### config.mk
export PLATFORM = sky130hd
export DESIGN_NAME = gmii_rx_framer
export DESIGN_NICKNAME = d
export VERILOG_FILES = /design/src/rtl/eth_rx_pkg.sv /design/src/rtl/crc32_d8.sv /design/src/rtl/gmii_rx_framer.sv
export SDC_FILE = /design/constraint.sdc
export NUM_CORES = 1
export LEC_CHECK = 0
export CAP_MARGIN = 20
export CORE_ASPECT_RATIO = 0.8
export CORE_MARGIN = 3
export CORE_UTILIZATION = 40
export CTS_BUF_LIST = sky130_fd_sc_hd__clkbuf_16
export CTS_CLUSTER_SIZE = 20
export DETAILED_ROUTE_END_ITERATION = 8
export GPL_TIMING_DRIVEN = 1
export SYNTH_ARGS = -nofsm -noshare
export SYNTH_HDL_FRONTEND = slang
export SYNTH_HIERARCHICAL = 1
export SYNTH_SLANG_ARGS = --single-unit
### constraint.sdc
create_clock -name clk -period 7.3 [get_ports clk]
set_clock_uncertainty 0.05 [all_clocks]
set_input_delay 0.73 -clock clk [delete_from_list [all_inputs] [get_ports clk]]
set_output_delay 0.73 -clock clk [all_outputs]
set_load 0.03 [all_outputs]
### src/rtl/eth_rx_pkg.sv
// Shared definitions for the GMII receive path.
// Holds the framer FSM encoding, the preamble/SFD byte values, the CRC-32 constants
// used by the optional FCS check (GMII_RX_FCS_CHECK_EN), the frame length width, and
// a saturating increment helper for the drop counter.

package eth_rx_pkg;

    typedef enum logic [1:0] {
        IDLE     = 2'd0,
        PREAMBLE = 2'd1,
        BODY     = 2'd2,
        DROP     = 2'd3
    } rx_state_e;

    localparam logic [7:0]  PREAMBLE_BYTE = 8'h55;
    localparam logic [7:0]  SFD_BYTE      = 8'hD5;

    // Reflected CRC-32; running the register over body plus FCS leaves the residue.
    localparam logic [31:0] CRC32_POLY    = 32'hEDB88320;
    localparam logic [31:0] CRC32_INIT    = 32'hFFFFFFFF;
    localparam logic [31:0] CRC32_RESIDUE = 32'hDEBB20E3;

    localparam int unsigned LEN_W = 16;

    function automatic logic [31:0] sat_inc32(input logic [31:0] v);
        return (v == 32'hFFFFFFFF) ? v : v + 32'd1;
    endfunction

endpackage

### src/rtl/crc32_d8.sv
// Combinational CRC-32 (reflected, polynomial 0xEDB88320) next-state for one data byte.
// Ports:
//   data    - byte to fold in, bit 0 first
//   crc_in  - current CRC register
//   crc_out - CRC register after the byte

module crc32_d8
    import eth_rx_pkg::*;
(
    input  logic [7:0]  data,
    input  logic [31:0] crc_in,
    output logic [31:0] crc_out
);

    always_comb begin
        logic [31:0] c;
        c = crc_in ^ {24'h000000, data};
        for (int i = 0; i < 8; i++) begin
            c = c[0] ? ((c >> 1) ^ CRC32_POLY) : (c >> 1);
        end
        crc_out = c;
    end

endmodule

### src/rtl/gmii_rx_framer.sv
// GMII receive framer: finds preamble + SFD, strips them and the 4-byte FCS, and
// streams the frame body on rx_en/rx_data (byte 0 = first destination-MAC byte).
// Each frame ends with a one-cycle frame_done carrying frame_good and frame_len;
// bad or aborted frames bump a saturating drop_count.
// Optional feature: define GMII_RX_FCS_CHECK_EN to build a CRC-32 check whose failure
// forces frame_good low. Without it the CRC term always passes; timing is unchanged.
// Ports:
//   clk, rst                          - 125 MHz receive clock, async active-high reset
//   gmii_rx_dv, gmii_rx_er, gmii_rxd  - GMII receive pins (registered once internally)
//   rx_en, rx_data                    - body byte stream, contiguous per frame
//   frame_done, frame_good, frame_len - end-of-frame summary pulse
//   drop_count                        - saturating count of bad/aborted frames
//   state                             - FSM state for debug

module gmii_rx_framer
    import eth_rx_pkg::*;
#(
    parameter int unsigned MIN_PREAMBLE = 1,
    parameter int unsigned MIN_LEN      = 60,
    parameter int unsigned MAX_FRAME    = 1518
) (
    input  logic             clk,
    input  logic             rst,
    input  logic             gmii_rx_dv,
    input  logic             gmii_rx_er,
    input  logic [7:0]       gmii_rxd,
    output logic             rx_en,
    output logic [7:0]       rx_data,
    output logic             frame_done,
    output logic             frame_good,
    output logic [LEN_W-1:0] frame_len,
    output logic [31:0]      drop_count,
    output logic [1:0]       state
);

    logic             in_dv_q;
    logic             in_er_q;
    logic [7:0]       in_d_q;

    rx_state_e        st_q;
    logic [2:0]       pcnt_q;
    // Four-byte FCS delay line: newest byte in [7:0], oldest in [31:24].
    logic [31:0]      dly_q;
    logic [LEN_W-1:0] byte_cnt_q;
    logic [LEN_W-1:0] emit_cnt_q;
    logic             err_seen_q;
    logic             crc_ok;
    logic             body_good;

`ifdef GMII_RX_FCS_CHECK_EN
    logic [31:0]      crc_q;
    logic [31:0]      crc_next;

    crc32_d8 u_crc (
        .data    (in_d_q),
        .crc_in  (crc_q),
        .crc_out (crc_next)
    );

    // By the time dv=0 is seen the register has absorbed every body byte incl. FCS.
    assign crc_ok = (crc_q == CRC32_RESIDUE);
`else
    assign crc_ok = 1'b1;
`endif

    assign body_good = (emit_cnt_q >= LEN_W'(MIN_LEN)) && !err_seen_q && crc_ok;
    assign state     = st_q;

    always_ff @(posedge clk or posedge rst) begin
        if (rst) begin
            in_dv_q    <= 1'b0;
            in_er_q    <= 1'b0;
            in_d_q     <= 8'h00;
            st_q       <= IDLE;
            pcnt_q     <= 3'd0;
            dly_q      <= 32'h0;
            byte_cnt_q <= '0;
            emit_cnt_q <= '0;
            err_seen_q <= 1'b0;
            rx_en      <= 1'b0;
            rx_data    <= 8'h00;
            frame_done <= 1'b0;
            frame_good <= 1'b0;
            frame_len  <= '0;
            drop_count <= 32'h0;
`ifdef GMII_RX_FCS_CHECK_EN
            crc_q      <= CRC32_INIT;
`endif
        end else begin
            in_dv_q    <= gmii_rx_dv;
            in_er_q    <= gmii_rx_er;
            in_d_q     <= gmii_rxd;
            rx_en      <= 1'b0;
            frame_done <= 1'b0;
            frame_good <= 1'b0;

            unique case (st_q)
                IDLE: begin
                    if (in_dv_q) begin
                        if (in_d_q == PREAMBLE_BYTE) begin
                            st_q   <= PREAMBLE;
                            pcnt_q <= 3'd1;
                        end else begin
                            // Joined mid-frame or garbage: ignore without counting.
                            st_q <= DROP;
                        end
                    end
                end

                PREAMBLE: begin
                    if (!in_dv_q) begin
                        st_q       <= IDLE;
                        drop_count <= sat_inc32(drop_count);
                    end else if (in_d_q == PREAMBLE_BYTE) begin
                        if (pcnt_q != 3'd7) begin
                            pcnt_q <= pcnt_q + 3'd1;
                        end
                    end else if (in_d_q == SFD_BYTE && pcnt_q >= 3'(MIN_PREAMBLE)) begin
                        st_q       <= BODY;
                        dly_q      <= 32'h0;
                        byte_cnt_q <= '0;
                        emit_cnt_q <= '0;
                        err_seen_q <= 1'b0;
`ifdef GMII_RX_FCS_CHECK_EN
                        crc_q      <= CRC32_INIT;
`endif
                    end else begin
                        st_q       <= DROP;
                        drop_count <= sat_inc32(drop_count);
                    end
                end

                BODY: begin
                    if (!in_dv_q) begin
                        frame_done <= 1'b1;
                        frame_good <= body_good;
                        frame_len  <= emit_cnt_q;
                        st_q       <= IDLE;
                        if (!body_good) begin
                            drop_count <= sat_inc32(drop_count);
                        end
                    end else if (byte_cnt_q == LEN_W'(MAX_FRAME)) begin
                        // Byte MAX_FRAME+1 arrived: abort, output stops this cycle.
                        frame_done <= 1'b1;
                        frame_good <= 1'b0;
                        frame_len  <= emit_cnt_q;
                        st_q       <= DROP;
                        drop_count <= sat_inc32(drop_count);
                    end else begin
                        dly_q      <= {dly_q[23:0], in_d_q};
                        byte_cnt_q <= byte_cnt_q + LEN_W'(1);
                        err_seen_q <= err_seen_q | in_er_q;
`ifdef GMII_RX_FCS_CHECK_EN
                        crc_q      <= crc_next;
`endif
                        // Emit the byte received four bytes ago; the last four never leave.
                        if (byte_cnt_q >= LEN_W'(4)) begin
                            rx_en      <= 1'b1;
                            rx_data    <= dly_q[31:24];
                            emit_cnt_q <= emit_cnt_q + LEN_W'(1);
                        end
                    end
                end

                DROP: begin
                    if (!in_dv_q) begin
                        st_q <= IDLE;
                    end
                end

                default: st_q <= IDLE;
            endcase
        end
    end

endmodule

==> flow_summary.json <==
{
  "cts_num_sinks": 139,
  "drt.antenna.violating_nets": 0,
  "worstMarginPinSlew_ns": 0.807,
  "clock_power_share": 0.318,
  "hold_fix_buffers_cts": 0,
  "die_outline_area_um2": 17500,
  "max_freq_mhz": 318,
  "grt_util_all_layers": 0.162,
  "fin_tns_setup_ns": 0,
  "synth_area_per_cell_um2": 10.2,
  "postSynth.asyncResetShare": 1.00,
  "root_buffer": "sky130_fd_sc_hd__clkbuf_16",
  "crit_path_end_kind": "register",
  "report.final.setup_viol": 0,
  "grt_setup_unrepaired": "no",
  "drt-vias-per-instance": 5.08,
  "critical-path-top-delay-family": "simple AND/OR/NAND/NOR gates",
  "cp_slowest_stage_delay_ns": 0.59,
  "pin_count": 73,
  "detail_route.first_pass.iterations": 4,
  "cts_resized": 0,
  "synth-seq-cells": 139,
  "synth.largest_area_cell": "sky130_fd_sc_hd__dfrtp_1",
  "worst_hold_path_type": "register to register",
  "worst-endpoint-arrival_ns": 3.39,
  "crit_slowest_cell": "sky130_fd_sc_hd__or4_4",
  "maxSlewHeadroom": 0.455,
  "timing.critical_path.fanout_max": 38,
  "power.ir.vdd_worst_mv": 0.201,
  "timing.critical_path.required_ns": 7.54,
  "fin_nets": 718,
  "die-width_um": 147,
  "status": "completed",
  "cp.buffers_inverters": 2,
  "grt_antenna_before_repair": 0,
  "final_critical_path_share_of_the_clock_period": 0.431,
  "maxCapViolCount": 0,
  "ys.warnings.count": 6,
  "drt-wirelength-per-cell_um": 14.8,
  "cell_area_after_technology_mapping_um2": 6370,
  "placement_rows": 40,
  "cts_tree": "yes",
  "synth.yosys.seq_area_share": 0.546,
  "worst_hold_path_depth": 2,
  "global_route.overflow_total": 0,
  "layout-drive-gt1-share": 0.105,
  "core_area_um2": 15300,
  "synth_cell_type_count": 47,
  "critical_path.cell_chain": "or4_4, or4_4, a21boi_4, buf_4, nor2_1, buf_4, nand4b_1, o211ai_1",
  "powerDensity_nw_per_um2": 318,
  "post_route_drc": 0,
  "cellLeakagePower_uw": 0.00360,
  "clock_path_buffers": 2,
  "postCtsSetupBuffers": 0,
  "comb_power_share": 0.312,
  "first_pass_grt_wire_length_um": 23000,
  "detail_route.wirelength_um": 13500,
  "cells_after_synthesis": 624,
  "timing_max_transition_violations_final": 0,
  "synth_top_cells_by_area": "sky130_fd_sc_hd__dfrtp_1, sky130_fd_sc_hd__nand2_1, sky130_fd_sc_hd__mux2_2",
  "inserted_clock_buffers": 17,
  "reg2regPathDepth": 8,
  "swShare": 0.365,
  "yosysTopAreaCellShare": 0.546,
  "cts.clk_slew.worst_paths_ns": 0.06,
  "antenna_cells": 0,
  "synthToLayoutAreaGrowth_pct": 23.3,
  "power_report.internal_total_uw": 1590,
  "place.port_buffers": 72,
  "cts-htree-levels": 4,
  "detailedRoute.firstIterationViolations": 293,
  "crit_path_start_kind": "register",
  "final_design_area_no_fill_um2": 7850,
  "initial_core_util": 0.416,
  "final_hold_viol_count": 0,
  "pin_count_of_the_biggest_net_entering_global_routing": 82,
  "placed_cell_area_um2": 7290,
  "dp_hpwl_um": 9130,
  "synth_nets": 649,
  "post-route-min-period_ns": 3.15,
  "number_of_global_route_vias_before_repair": 4503,
  "dr_total_vias": 4654,
  "timing.critical_path.depth": 8,
  "r2r_setup_slack_ns": 4.15,
  "chipHeight_um": 119,
  "timing_worst_setup_path_type": "register to register",
  "routabilityCongestion": 0.845,
  "top_ff_cell_synth": "sky130_fd_sc_hd__dfrtp_1",
  "p_switching_uw": 913,
  "pwr-share-seq": 0.370,
  "worstSkewPairLatency_ns": 0.42,
  "synth-edff-count": 0
}
## area by class of cell
| class | instances | area [um^2] |
|---|---|---|
| Fill cell | 1421 | 7460 |
| Sequential cell | 139 | 3480 |
| Multi-Input combinational cell | 438 | 2710 |
| Timing Repair Buffer | 80 | 788 |
| Clock buffer | 17 | 425 |
| Tap cell | 210 | 263 |
| Clock inverter | 15 | 118 |
| Inverter | 17 | 68.8 |
## kinds of logic after synthesis
kind of cell    after synthesis  synth area share
compound gates               39            0.0377
buf+inv                      47            0.0301
xor+xnor                     52            0.0715
mux                          30            0.0525
flops                       139             0.546
fa+ha+maj                    13            0.0255
simple gates                304             0.236
## routing by layer
layer | track usage | up-vias | part of all wire
met5 | 0 | - | 0
met4 | 0.0536 | 0 | 0.015
met2 | 0.236 | 93 | 0.45
met3 | 0.0525 | 12 | 0.054
li1 | - | 2287 | -
met1 | 0.230 | 2262 | 0.48
## worst paths after layout
| check | from | end |
|---|---|---|
| setup / recovery | byte_cnt_q[11] | byte_cnt_q[2] |
| hold / removal | dly_q[30] | dly_q[30] |
| setup reg to reg | byte_cnt_q[11] | byte_cnt_q[2] |
| hold reg to reg | dly_q[30] | dly_q[30] |
| max in group asynchronous | rst | dly_q[1] |
| min in group asynchronous | rst | frame_done |
## power by group through the flow
stage                     sequential (uW)  combinational (uW)  clock, uW
final                                 924                 779        795
after global routing                  936                 866        850
after CTS                             924                 770        815
after detailed placement              936                 767          0
after global placement                933                 754          0
after floorplan                       978                 503          0
## worst register-to-register path: stages (launching register included)
cell and delay (ns):
sky130_fd_sc_hd__dfrtp_1 0.43, sky130_fd_sc_hd__or4_4 0.56, sky130_fd_sc_hd__or4_4 0.59, sky130_fd_sc_hd__a21boi_4 0.31, sky130_fd_sc_hd__buf_4 0.44, sky130_fd_sc_hd__nor2_1 0.17, sky130_fd_sc_hd__buf_4 0.25, sky130_fd_sc_hd__nand4b_1 0.13
sky130_fd_sc_hd__o211ai_1 0.09
## cells in the final DEF, fill, tap and decap left out, types with 17 or more instances in the layout
cell type	n
sky130_fd_sc_hd__dfrtp_1	139
sky130_fd_sc_hd__xor2_1	22
sky130_fd_sc_hd__nor3_1	37
sky130_fd_sc_hd__nand4_1	19
sky130_fd_sc_hd__xnor2_1	30
sky130_fd_sc_hd__inv_1	20
sky130_fd_sc_hd__nor2_1	44
sky130_fd_sc_hd__clkdlybuf4s50_1	72
sky130_fd_sc_hd__o21ai_0	17
sky130_fd_sc_hd__clkbuf_16	17
sky130_fd_sc_hd__mux2_2	27
sky130_fd_sc_hd__nand2_1	98
sky130_fd_sc_hd__nand3_1	52
## state kept, by name, indices dropped and copies added (netlist names)
name and cells:
frame_len 16, pcnt_q 3, frame_done 1, in_dv_q 1
err_seen_q 1, frame_good 1, emit_cnt_q 16, byte_cnt_q 16
in_d_q 8, rx_en 1, in_er_q 1, dly_q 32
drop_count 32, state 2, rx_data 8
## cells in the mapped netlist (3+ instances only)
library cell                 n
sky130_fd_sc_hd__a21oi_1     7
sky130_fd_sc_hd__and3_1      8
sky130_fd_sc_hd__buf_1       6
sky130_fd_sc_hd__buf_2       6
sky130_fd_sc_hd__clkbuf_1   17
sky130_fd_sc_hd__dfrtp_1   139
sky130_fd_sc_hd__ha_1       13
sky130_fd_sc_hd__inv_1      17
sky130_fd_sc_hd__mux2_2     27
sky130_fd_sc_hd__mux2i_1     3
sky130_fd_sc_hd__nand2_1    98
sky130_fd_sc_hd__nand2b_1    3
sky130_fd_sc_hd__nand3_1    52
sky130_fd_sc_hd__nand4_1    19
sky130_fd_sc_hd__nand4b_1    3
sky130_fd_sc_hd__nor2_1     45
sky130_fd_sc_hd__nor3_1     37
sky130_fd_sc_hd__nor4_1     13
sky130_fd_sc_hd__o21ai_0    17
sky130_fd_sc_hd__or2_2       4
sky130_fd_sc_hd__or3_1       5
sky130_fd_sc_hd__xnor2_1    30
sky130_fd_sc_hd__xor2_1     22
## stage by stage
stage          total power (uW)  std cells  hold slack (ns)  setup slack (ns)  utilization
2_1_floorplan              1480        624            0.383              2.80            -
3_3_place_gp               1690        882            0.395              4.26        0.476
3_5_place_dp               1700        882            0.400              4.18        0.476
4_1_cts                    2510        914            0.413              4.17        0.511
5_1_grt                    2650        916            0.437              3.97        0.513
6_report                   2500        916            0.405              4.15        0.513
Power figures use the tool's default switching activity.
